==> src/rtl/instr_sequencer_pkg.sv <==
// ---------------------------------------------------------------------------
// instr_sequencer_pkg
// Shared definitions for the instruction sequencer: run-handshake FSM state
// type, decode-mode encodings and a helper that maps the deprecated NOP
// mode onto the plain register mode.
// ---------------------------------------------------------------------------
package instr_sequencer_pkg;

  typedef enum logic [1:0] {
    SEQ_IDLE = 2'd0,
    SEQ_RUN  = 2'd1,
    SEQ_DONE = 2'd2
  } seq_state_t;

  localparam logic [1:0] MODE_REG = 2'b00;
  localparam logic [1:0] MODE_TGT = 2'b01;
  localparam logic [1:0] MODE_IMM = 2'b10;
  localparam logic [1:0] MODE_NOP = 2'b11;

  // Older decoders still emit MODE_NOP; it behaves exactly like MODE_REG.
  function automatic logic [1:0] sanitize_mode(input logic [1:0] mode);
    return (mode == MODE_NOP) ? MODE_REG : mode;
  endfunction

endpackage

==> src/rtl/instr_sequencer_prog_counter.sv <==
// ---------------------------------------------------------------------------
// prog_counter
// Program counter register with a prioritised update:
//   Load (absolute) > Rel (add unsigned offset) > Inc (+1) > hold.
// Arithmetic wraps modulo 2**PC_W without any indication.
// Ports:
//   Clk      in   rising-edge clock
//   Reset    in   synchronous active-high, loads START_ADDR
//   Load     in   load LoadVal
//   LoadVal  in   PC_W   absolute value
//   Rel      in   add RelOff
//   RelOff   in   9      unsigned relative offset
//   Inc      in   advance by one
//   ProgCtr  out  PC_W   current program counter
// ---------------------------------------------------------------------------
module prog_counter
  import instr_sequencer_pkg::*;
#(
  parameter int              PC_W       = 10,
  parameter logic [PC_W-1:0] START_ADDR = '0
) (
  input  logic            Clk,
  input  logic            Reset,
  input  logic            Load,
  input  logic [PC_W-1:0] LoadVal,
  input  logic            Rel,
  input  logic [8:0]      RelOff,
  input  logic            Inc,
  output logic [PC_W-1:0] ProgCtr
);

  always_ff @(posedge Clk) begin
    if (Reset) begin
      ProgCtr <= START_ADDR;
    end else if (Load) begin
      ProgCtr <= LoadVal;
    end else if (Rel) begin
      ProgCtr <= ProgCtr + PC_W'(RelOff);
    end else if (Inc) begin
      ProgCtr <= ProgCtr + PC_W'(1);
    end
  end

endmodule

==> src/rtl/instr_sequencer.sv <==
// ---------------------------------------------------------------------------
// instr_sequencer
// Architectural sequencing state around the combinational decoder: program
// counter, decode mode, previous instruction word, compare flags and the
// Req/Done run handshake. Run gates every write enable at the top level.
//
// Optional feature: define SEQ_CYCLE_CNT_EN to build the saturating
// executed-cycle counter; otherwise CycleCount is tied to zero.
//
// Ports:
//   Clk              in   rising-edge clock
//   Reset            in   synchronous active-high
//   Req              in   start request
//   Instruction      in   9     ROM word at ProgCtr
//   NextState        in   2     decoder next decode mode
//   BranchEn         in   relative branch request
//   BranchTarget     in   9     unsigned relative offset
//   CMPLoadEn        in   capture CMPIn
//   CMPIn            in   3     {zero, equal, gt}
//   AckIn            in   end of program
//   ProgCtr          out  PC_W  ROM address
//   CurrState        out  2     decode mode
//   PrevInstruction  out  9     previous instruction word
//   CMPBits          out  3     registered compare flags
//   Run              out  executing
//   Done             out  program finished
//   CycleCount       out  16    executed-cycle count
//
// state    | meaning
// ---------+-----------------------------------------------
// SEQ_IDLE | after reset, waiting for Req
// SEQ_RUN  | executing one ROM word per cycle until AckIn
// SEQ_DONE | program finished, Done=1, waiting for Req
// ---------------------------------------------------------------------------
module instr_sequencer
  import instr_sequencer_pkg::*;
#(
  parameter int              PC_W       = 10,
  parameter logic [PC_W-1:0] START_ADDR = '0
) (
  input  logic            Clk,
  input  logic            Reset,
  input  logic            Req,
  input  logic [8:0]      Instruction,
  input  logic [1:0]      NextState,
  input  logic            BranchEn,
  input  logic [8:0]      BranchTarget,
  input  logic            CMPLoadEn,
  input  logic [2:0]      CMPIn,
  input  logic            AckIn,
  output logic [PC_W-1:0] ProgCtr,
  output logic [1:0]      CurrState,
  output logic [8:0]      PrevInstruction,
  output logic [2:0]      CMPBits,
  output logic            Run,
  output logic            Done,
  output logic [15:0]     CycleCount
);

  seq_state_t      state;
  logic            in_run;
  logic            start_run;
  logic            step;
  logic            tgt_word;
  logic            pc_load;
  logic            pc_rel;
  logic            pc_inc;
  logic [PC_W-1:0] pc_load_val;

  assign in_run    = (state == SEQ_RUN);
  assign start_run = !in_run && Req;
  // A normal execute step; the Ack word freezes the PC.
  assign step      = in_run && !AckIn;
  // Word following a branch opcode (bit 8 set) in target mode is an absolute address.
  assign tgt_word  = (CurrState == MODE_TGT) && PrevInstruction[8];

  assign pc_load     = start_run || (step && tgt_word);
  assign pc_load_val = start_run ? START_ADDR : PC_W'(Instruction);
  assign pc_rel      = step && !tgt_word && BranchEn;
  assign pc_inc      = step && !tgt_word && !BranchEn;

  prog_counter #(
    .PC_W       (PC_W),
    .START_ADDR (START_ADDR)
  ) u_prog_counter (
    .Clk     (Clk),
    .Reset   (Reset),
    .Load    (pc_load),
    .LoadVal (pc_load_val),
    .Rel     (pc_rel),
    .RelOff  (BranchTarget),
    .Inc     (pc_inc),
    .ProgCtr (ProgCtr)
  );

  always_ff @(posedge Clk) begin
    if (Reset) begin
      state           <= SEQ_IDLE;
      CurrState       <= MODE_REG;
      PrevInstruction <= '0;
      CMPBits         <= '0;
      Run             <= 1'b0;
      Done            <= 1'b0;
    end else begin
      case (state)
        SEQ_IDLE, SEQ_DONE: begin
          if (Req) begin
            state           <= SEQ_RUN;
            CurrState       <= MODE_REG;
            PrevInstruction <= '0;
            CMPBits         <= '0;
            Run             <= 1'b1;
            Done            <= 1'b0;
          end
        end
        SEQ_RUN: begin
          PrevInstruction <= Instruction;
          // New flags become visible next cycle; this cycle's branch saw the old ones.
          if (CMPLoadEn) begin
            CMPBits <= CMPIn;
          end
          if (AckIn) begin
            state     <= SEQ_DONE;
            CurrState <= MODE_REG;
            Run       <= 1'b0;
            Done      <= 1'b1;
          end else begin
            CurrState <= sanitize_mode(NextState);
          end
        end
        default: begin
          state <= SEQ_IDLE;
          Run   <= 1'b0;
          Done  <= 1'b0;
        end
      endcase
    end
  end

`ifdef SEQ_CYCLE_CNT_EN
  logic [15:0] cycle_cnt;

  always_ff @(posedge Clk) begin
    if (Reset) begin
      cycle_cnt <= '0;
    end else if (start_run) begin
      cycle_cnt <= '0;
    end else if (in_run && (cycle_cnt != 16'hFFFF)) begin
      cycle_cnt <= cycle_cnt + 16'd1;
    end
  end

  assign CycleCount = cycle_cnt;
`else
  assign CycleCount = 16'h0000;
`endif

endmodule
==> config.mk <==
export PLATFORM = sky130hd
export DESIGN_NAME = instr_sequencer
export DESIGN_NICKNAME = d
export VERILOG_FILES = /design/src/rtl/instr_sequencer_pkg.sv /design/src/rtl/instr_sequencer_prog_counter.sv /design/src/rtl/instr_sequencer.sv
export SDC_FILE = /design/constraint.sdc
export NUM_CORES = 1
export LEC_CHECK = 0
export CAP_MARGIN = 30
export CORE_MARGIN = 2
export CORE_UTILIZATION = 46
export CTS_CLUSTER_SIZE = 28
export DETAILED_ROUTE_END_ITERATION = 10
export GPL_TIMING_DRIVEN = 0
export HOLD_SLACK_MARGIN = 0.08
export PLACE_DENSITY = 0.91
export SYNTH_ARGS = -nofsm -noshare
export SYNTH_HDL_FRONTEND = slang
export SYNTH_SLANG_ARGS = --single-unit
==> constraint.sdc <==
create_clock -name Clk -period 7.3 [get_ports Clk]
set_input_delay 1.46 -clock Clk [delete_from_list [all_inputs] [get_ports Clk]]
set_output_delay 1.46 -clock Clk [all_outputs]
set_load 0.005 [all_outputs]
==> results of run 1 <==
## power by group through the flow
stage / combinational, mW / clock, mW / sequential (mW)
after floorplan: 0.0340 / 0 / 0.165
after global placement: 0.0643 / 0 / 0.165
after detailed placement: 0.0655 / 0 / 0.165
after CTS: 0.0659 / 0.0624 / 0.162
after global routing: 0.0727 / 0.0680 / 0.162
final: 0.0664 / 0.0617 / 0.162
## worst min-delay path by stage
stage	cells after the start	start	to	slack [ns]
floorplan	2	Run	Run	0.45
global placement	2	Run	Run	0.45
detailed placement	2	Run	Run	0.45
CTS	2	Run	Run	0.47
global route	2	Run	Run	0.51
finish	2	Run	Run	0.47
## layout make-up
cell class	count	area [um2]
Timing Repair Buffer	53	531
Buffer	26	178
Clock buffer	3	22.5
Tap cell	46	57.6
Inverter	2	7.51
Sequential cell	28	561
Multi-Input combinational cell	154	970
Fill cell	299	1060
## sequential cells by signal, summed over array words and instances, names as in the netlist
name / count
state: 2
PrevInstruction: 9
Done: 1
CurrState: 2
Run: 1
CMPBits: 3
u_prog_counter.ProgCtr: 10
## cell families (layout without fill, tap and decap cells)
kind of cell	count (synthesis)	after routing
AOI/OAI and AO/OA	53	53
xor gates and xnor gates	4	4
adders and majority gates	10	10
buffers and inverters	28	84
DFF	28	28
muxes	4	4
other	1	16
and+or+nand+nor	67	67
## critical path: stages
cell and delay (ns):
sky130_fd_sc_hd__clkdlybuf4s50_1 0.51, sky130_fd_sc_hd__and2b_1 0.20, sky130_fd_sc_hd__buf_4 0.16, sky130_fd_sc_hd__and2_2 0.20, sky130_fd_sc_hd__buf_4 0.17, sky130_fd_sc_hd__and3_1 0.18
sky130_fd_sc_hd__ha_1 0.35, sky130_fd_sc_hd__a21o_1 0.20, sky130_fd_sc_hd__a21oi_1 0.28, sky130_fd_sc_hd__nand2_1 0.12, sky130_fd_sc_hd__a22o_1 0.22, sky130_fd_sc_hd__o32ai_1 0.24
## layout by cell type, fill, tap and decap left out, types with 2 or more instances in the layout
| cell type | instances |
|---|---|
| sky130_fd_sc_hd__mux2i_1 | 4 |
| sky130_fd_sc_hd__a32oi_1 | 2 |
| sky130_fd_sc_hd__buf_4 | 19 |
| sky130_fd_sc_hd__nand3b_1 | 3 |
| sky130_fd_sc_hd__and3_1 | 10 |
| sky130_fd_sc_hd__ha_1 | 9 |
| sky130_fd_sc_hd__a21o_1 | 4 |
| sky130_fd_sc_hd__conb_1 | 16 |
| sky130_fd_sc_hd__a22oi_1 | 14 |
| sky130_fd_sc_hd__clkbuf_4 | 3 |
| sky130_fd_sc_hd__clkbuf_1 | 4 |
| sky130_fd_sc_hd__clkdlybuf4s50_1 | 53 |
| sky130_fd_sc_hd__o21ai_0 | 2 |
| sky130_fd_sc_hd__inv_1 | 2 |
| sky130_fd_sc_hd__a211oi_1 | 3 |
| sky130_fd_sc_hd__xnor2_1 | 2 |
| sky130_fd_sc_hd__a21oi_1 | 20 |
| sky130_fd_sc_hd__nand2b_1 | 4 |
| sky130_fd_sc_hd__xor2_1 | 2 |
| sky130_fd_sc_hd__nor2_1 | 22 |
| sky130_fd_sc_hd__nand3_1 | 8 |
| sky130_fd_sc_hd__nand2_1 | 8 |
| sky130_fd_sc_hd__nor3_1 | 2 |
| sky130_fd_sc_hd__nand4_1 | 2 |
| sky130_fd_sc_hd__o32ai_1 | 2 |
| sky130_fd_sc_hd__dfxtp_1 | 28 |
## per-layer routing
metal,vias to the layer above,wire length [um],global-route usage
met2,66,1990,0.354
met3,6,293,0.0299
met5,-,0,0
met1,746,1790,0.257
met4,0,46,0.0734
li1,817,-,-
==> impl_summary.log, run 1 <==
[metrics] final non-filler cell total: 312
[metrics] Layout Skew: 0.00120 ns
[metrics] Worst Setup SP: AckIn
[metrics] count of buffers added by post-CTS timing repair for setup: 0
[metrics] drt wl/cell: around 13 um
[metrics] area of placed instances: 2300 um2
[metrics] count of unresolved DRC violations after routing: 0
[metrics] total global routing track utilization: 0.205
[metrics] Hold Fails Final Rpt: 0
[metrics] Net count, final: a little over 300
[metrics] setup slack at placement: 2.92 ns
[metrics] final setup violation count: 0
[metrics] clock root buffer master: sky130_fd_sc_hd__clkbuf_4
[metrics] area of the placeable core: 3390 um2
[metrics] smallest hold slack: 0.475 ns
[metrics] worst hold path type: reg -> reg
[metrics] basic-gate share of the synthesized area counting and, or, nand and nor cells: 0.213
[metrics] number of max-cap violations: 0
[metrics] synthesized area per cell: 8.51 um2
[metrics] launch instance of the worst register-to-register path: state[0]
[metrics] Top-Level Pins: 71
[metrics] residual overflow from global routing: 0
[metrics] per-cell via count in the routed design: 5.24
[metrics] Post-Synthesis Cells: 195
[metrics] CTS clock-pin slew for the worst setup and hold paths: ~0.14 ns
[metrics] floorplan die height: 64.1 um
[metrics] total net switching power: 0.0745 mW
[metrics] worst supply voltage drop on vdd: just under 90 uV
[metrics] biggest area contributors in the synthesized netlist: sky130_fd_sc_hd__dfxtp_1, sky130_fd_sc_hd__buf_4, sky130_fd_sc_hd__ha_1
[metrics] internal power: 0.215 mW
[metrics] total count of max-transition violations in the final report: 0
[metrics] total CTS buffers: 3
[metrics] fraction of the mapped netlist area in adder cells: 0.0799
[metrics] Port Buffers: 53
[metrics] final critical-path setup slack: 3.25 ns
[metrics] cell count of the worst reg-to-reg path: 13
[metrics] path type of the worst setup path: in -> reg
[metrics] multiplexer area fraction after synthesis: 0.0241
[metrics] Fin Setup TNS: 0 ns
[metrics] asr flop ratio synth: 0
[metrics] worst path arrival time: around 4.3 ns
[metrics] later-pin clock latency in the skew report: 0.32 ns
[metrics] post-synthesis register bit count: 28
[metrics] setup repair after global routing missed its margin: false
[metrics] share of layout cells above drive strength 1: 0.102
[metrics] Mapped Area: between 1500 and 2000 um2
[metrics] overall die area: 4100 um2
[metrics] Final min period: 4.05 ns
[metrics] Logic pwr share: 0.229
[metrics] sinks on the clock net: 28
[metrics] largest area contributor in the netlist: sky130_fd_sc_hd__dfxtp_1
[metrics] hold buffers post-CTS: 0
[metrics] Longest Clk Path Bufs: 2
[metrics] startpoint types: primary input
[metrics] total routed wirelength: about 4100 um
[metrics] count of cells resized by post-cts repair: 0
[metrics] end point of the critical path: u_prog_counter.ProgCtr[7]
[metrics] total power: 0.290 mW
[metrics] Post-synth EDFFs: 0
[metrics] starting utilization of the core area: 0.489
[metrics] portion of synthesized cell area occupied by the leading cell type: 0.338
[metrics] final worst path period share: 0.554
[metrics] achievable frequency: 0.247 GHz
[metrics] top_reg_cell synth: sky130_fd_sc_hd__dfxtp_1
[metrics] maximum level of the CTS H-tree: 1
[metrics] CTS tree: yes
[metrics] wire length of the first global-routing pass: 6820 um
[metrics] router iterations before antenna repair: 4
[metrics] Area growth, synth to finish: 40.2%
[metrics] post-DP HPWL: 3190 um
[metrics] reg-to-reg critical path endpoint: u_prog_counter.ProgCtr[7]
[metrics] compound-gate portion of the synthesized area: 0.210
[metrics] result of the run: complete, no violations
[metrics] sequential cell area fraction in the yosys report: 0.338
[metrics] post-layout util: 0.686
[metrics] synthesized-area fraction occupied by xor and xnor cells: 0.0211
[metrics] row count: 21
[metrics] endpoint class of the critical path: flop
[metrics] post-route standard cell area excluding fillers: 2330 um2
[metrics] number of distinct library cell variants in the gate-level netlist after synthesis: 42
[metrics] share of power burned in registers: 0.558
[metrics] number of DRC markers in iteration 0: between 90 and 100
[metrics] count of synthesis-stage warnings from yosys: 0
[metrics] r2r setup slk: 4.31 ns
[metrics] pwr/cell area: roughly 120 nW/um2
[metrics] chip width: 64.1 um
[metrics] power share of the clock group: 0.213
[metrics] switching power as a share of total power: 0.257
[metrics] peak fanout along the critical path: 10
[metrics] initial antenna violation count: 0
[metrics] Synth top cells by count: sky130_fd_sc_hd__dfxtp_1, sky130_fd_sc_hd__nor2_1, sky130_fd_sc_hd__a21oi_1
[metrics] total placed cells including tap cells: 309
[metrics] Leak: 1.04 nW
[metrics] via count: 1635
[metrics] post-route antenna net violation count: 0
[metrics] diode count: 0
[metrics] vias in the first global route: 1525
[metrics] largest net degree at the start of global routing: 15
[metrics] most common cell in the synthesized netlist: sky130_fd_sc_hd__dfxtp_1
[metrics] routability cong.: 0.869
[metrics] Crit path required time: 7.54 ns
[metrics] combinational family with the most area after synthesis: simple AND/OR/NAND/NOR gates
No activity file was read; power rests on OpenSTA's default activity.
==> run 2: changes to the inputs <==
--- a/config.mk
+++ b/config.mk
@@ -7,12 +7,12 @@
 export LEC_CHECK = 0
 export CAP_MARGIN = 30
 export CORE_MARGIN = 2
-export CORE_UTILIZATION = 46
+export CORE_UTILIZATION = 42
 export CTS_CLUSTER_SIZE = 28
 export DETAILED_ROUTE_END_ITERATION = 10
 export GPL_TIMING_DRIVEN = 0
 export HOLD_SLACK_MARGIN = 0.08
-export PLACE_DENSITY = 0.91
+export PLACE_DENSITY = 0.85
 export SYNTH_ARGS = -nofsm -noshare
 export SYNTH_HDL_FRONTEND = slang
 export SYNTH_SLANG_ARGS = --single-unit
==> constraint.sdc (replaced) <==
create_clock -name Clk -period 4.2 [get_ports Clk]
set_input_delay 0.84 -clock Clk [delete_from_list [all_inputs] [get_ports Clk]]
set_output_delay 0.84 -clock Clk [all_outputs]
set_load 0.005 [all_outputs]
==> run 2 against run 1 <==
Against the previous run:
- critical path depth stayed put
- hold slack worse by 0.0015 ns
- clock skew up 0.0042 ns
- sequential cell count unchanged
- design area grew 1.5%
- first-iteration DRC count is 39% lower
- routed wire length increased by 0.95%
- largest power group unchanged
==> impl_summary.log, run 2 (synthesis gave the netlist of run 1 again) <==
[metrics] maximum level of the CTS H-tree: 1 (unchanged)
[metrics] per-cell via count in the routed design: 5.16 (was 5.24)
[metrics] later-pin clock latency in the skew report: 0.28 ns (was 0.32 ns)
[metrics] number of max-cap violations: 0 (unchanged)
[metrics] wire length of the first global-routing pass: 6900 um (was 6820 um)
[metrics] number of DRC markers in iteration 0: 56 (was 92)
[metrics] Largest register FFs: 10 (unchanged)
[metrics] count of cells resized by post-cts repair: 0 (unchanged)
[metrics] vias in the first global route: 1511 (was 1525)
[metrics] cell count of the worst reg-to-reg path: 14 (was 13)
[metrics] reg-to-reg critical path endpoint: u_prog_counter.ProgCtr[6] (was u_prog_counter.ProgCtr[7])
[metrics] number of cells on the worst hold path: 2 (unchanged)
[metrics] sinks on the clock net: 28 (unchanged)
[metrics] combined flip-flop and latch cell area: 561 um2 (unchanged)
[metrics] initial antenna violation count: 0 (unchanged)
[metrics] result of the run: complete, no violations (unchanged)
[metrics] router iterations before antenna repair: 4 (unchanged)
[metrics] total global routing track utilization: 0.199 (was 0.205)
[metrics] row count: 22 (was 21)
[metrics] achievable frequency: 0.288 GHz
[metrics] Hold Fails Final Rpt: 0 (unchanged)
[metrics] Longest Clk Path Bufs: 2 (unchanged)
[metrics] smallest hold slack: 0.473 ns (was 0.475 ns)
[metrics] commonest non-fill, non-tap cells in the layout: sky130_fd_sc_hd__clkdlybuf4s50_1, sky130_fd_sc_hd__dfxtp_1, sky130_fd_sc_hd__nor2_1, sky130_fd_sc_hd__a21oi_1, sky130_fd_sc_hd__buf_4 (unchanged)
[metrics] worst path arrival time: 3.63 ns (was 4.29 ns)
[metrics] peak fanout along the critical path: 10 (unchanged)
[metrics] routability cong.: 0.879 (was 0.869)
[metrics] area used by multi-input combinational logic: 970 um2 (unchanged)
[metrics] Leak: 1.06 nW (was 1.04 nW)
[metrics] post-route standard cell area excluding fillers: 2360 um2 (was 2330 um2)
[metrics] residual overflow from global routing: 0 (unchanged)
[metrics] min-delay src: CMPBits[1] (was Run)
[metrics] Area growth, synth to finish: 42.3% (was 40.2%)
[metrics] startpoint types: primary input (unchanged)
[metrics] total routed wirelength: 4160 um (was 4120 um)
[metrics] largest net degree at the start of global routing: 16 (was 15)
[metrics] Top-Level Pins: 71 (unchanged)
[metrics] Final min period: 3.47 ns
[metrics] via count: 1624 (was 1635)
[metrics] register name with the most flops: u_prog_counter.ProgCtr (unchanged)
[metrics] overall die area: 4470 um2 (was 4100 um2)
[metrics] final setup violation count: 0 (unchanged)
[metrics] setup repair after global routing missed its margin: false (unchanged)
[metrics] Layout Skew: 0.00545 ns (was 0.00120 ns)
[metrics] CTS tree: yes (unchanged)
[metrics] endpoint class of the critical path: flop (unchanged)
[metrics] diode count: 0 (unchanged)
[metrics] worst hold path type: reg -> reg (unchanged)
[metrics] Port Buffers: 53 (unchanged)
[metrics] launch instance of the worst register-to-register path: state[0] (unchanged)
[metrics] Net count, final: 307 (unchanged)
[metrics] starting utilization of the core area: 0.446 (was 0.489)
[metrics] share of layout cells above drive strength 1: 0.105 (was 0.102)
[metrics] worst supply voltage drop on vdd: 209 uV (was 86.4 uV)
[metrics] pwr/cell area: 238 nW/um2 (was 125 nW/um2)
[metrics] post-DP HPWL: 3300 um (was 3190 um)
[metrics] drt wl/cell: 13.2 um (about the same)
[metrics] area of placed instances: 2310 um2 (was 2300 um2)
[metrics] final worst path period share: 0.826
[metrics] Crit path required time: 4.36 ns (was 7.54 ns)
[metrics] path type of the worst setup path: in -> reg (unchanged)
[metrics] registers with the highest flip-flop counts: u_prog_counter.ProgCtr: 10 flops, PrevInstruction: 9 flops, CMPBits: 3 flops (unchanged)
[metrics] CTS clock-pin slew for the worst setup and hold paths: 0.10 ns (was 0.14 ns)
[metrics] hold buffers post-CTS: 0 (unchanged)
[metrics] Endpoint, Worst Hold: CMPBits[1] (was Run)
[metrics] r2r setup slk: 1.18 ns (was 4.31 ns)
[metrics] post-route antenna net violation count: 0 (unchanged)
[metrics] area of the placeable core: 3720 um2 (was 3390 um2)
[metrics] chip width: 66.9 um (was 64.1 um)
[metrics] Fin Setup TNS: 0 ns (unchanged)
[metrics] floorplan die height: 66.9 um (was 64.1 um)
[metrics] count of unresolved DRC violations after routing: 0 (unchanged)
[metrics] clock root buffer master: sky130_fd_sc_hd__clkbuf_8 (was sky130_fd_sc_hd__clkbuf_4)
[metrics] total CTS buffers: 3 (unchanged)
[metrics] total count of max-transition violations in the final report: 0 (unchanged)
[metrics] filler cell count in the final layout: 338 (was 299)
[metrics] count of buffers added by post-CTS timing repair for setup: 0 (unchanged)
[metrics] commonest non-fill, non-tap cell in the layout: sky130_fd_sc_hd__clkdlybuf4s50_1 (unchanged)
==> run 2: changes by cell type in the layout (fill, tap and decap cells not counted), sizes merged <==
cell,previous run,this run
clkbuf,7,8
==> run 2: worst max path at each step <==
stage | start | to | slack, ns | depth (start not counted)
6_report | AckIn | u_prog_counter.ProgCtr[7] | 0.73 | 12
5_1_grt | AckIn | u_prog_counter.ProgCtr[7] | 0.58 | 12
4_1_cts | AckIn | u_prog_counter.ProgCtr[7] | 0.74 | 12
3_5_place_dp | AckIn | u_prog_counter.ProgCtr[7] | 0.44 | 12
3_3_place_gp | AckIn | u_prog_counter.ProgCtr[7] | 0.46 | 12
2_1_floorplan | AckIn | u_prog_counter.ProgCtr[7] | 1.23 | 11
==> run 2: cell type report <==
| cell class | count | area share |
|---|---|---|
| Inverter | 2 | 0.00318 |
| Timing Repair Buffer | 53 | 0.225 |
| Sequential cell | 28 | 0.237 |
| Tap cell | 48 | 0.0254 |
| Buffer | 26 | 0.0753 |
| Multi-Input combinational cell | 154 | 0.411 |
| Clock buffer | 4 | 0.0233 |
==> run 2: worst max-delay path, cell delays in order <==
cell and delay, ns:
sky130_fd_sc_hd__clkdlybuf4s50_1 0.50, sky130_fd_sc_hd__and2b_1 0.19, sky130_fd_sc_hd__buf_4 0.16, sky130_fd_sc_hd__and2_2 0.20, sky130_fd_sc_hd__buf_4 0.17, sky130_fd_sc_hd__and3_1 0.18
sky130_fd_sc_hd__ha_1 0.34, sky130_fd_sc_hd__a21o_1 0.19, sky130_fd_sc_hd__a21oi_1 0.28, sky130_fd_sc_hd__nand2_1 0.11, sky130_fd_sc_hd__a311oi_1 0.31, sky130_fd_sc_hd__o32ai_1 0.13
==> run 2: routing by layer <==
layer / vias up / GRT usage / routed length (um)
met5: - / 0 / 0
li1: 818 / - / -
met2: 66 / 0.353 / 2020
met4: 0 / 0.0638 / 56
met1: 733 / 0.246 / 1770
met3: 7 / 0.0304 / 308
==> run 2: through the flow <==
step                      worst slack, ns  total power [mW]  std cells  utilization
after floorplan                      1.23             0.345        210            -
after global placement              0.463             0.399        311        0.621
after detailed placement            0.444             0.400        311        0.621
after CTS                           0.740             0.563        315        0.635
after global routing                0.583             0.592        315        0.635
final                               0.731             0.563        315        0.635
==> run 2: where the power goes <==
part,switching [mW],internal [mW]
logic,0.0488,0.0659
registers,0.00623,0.274
clock network,0.0838,0.0840
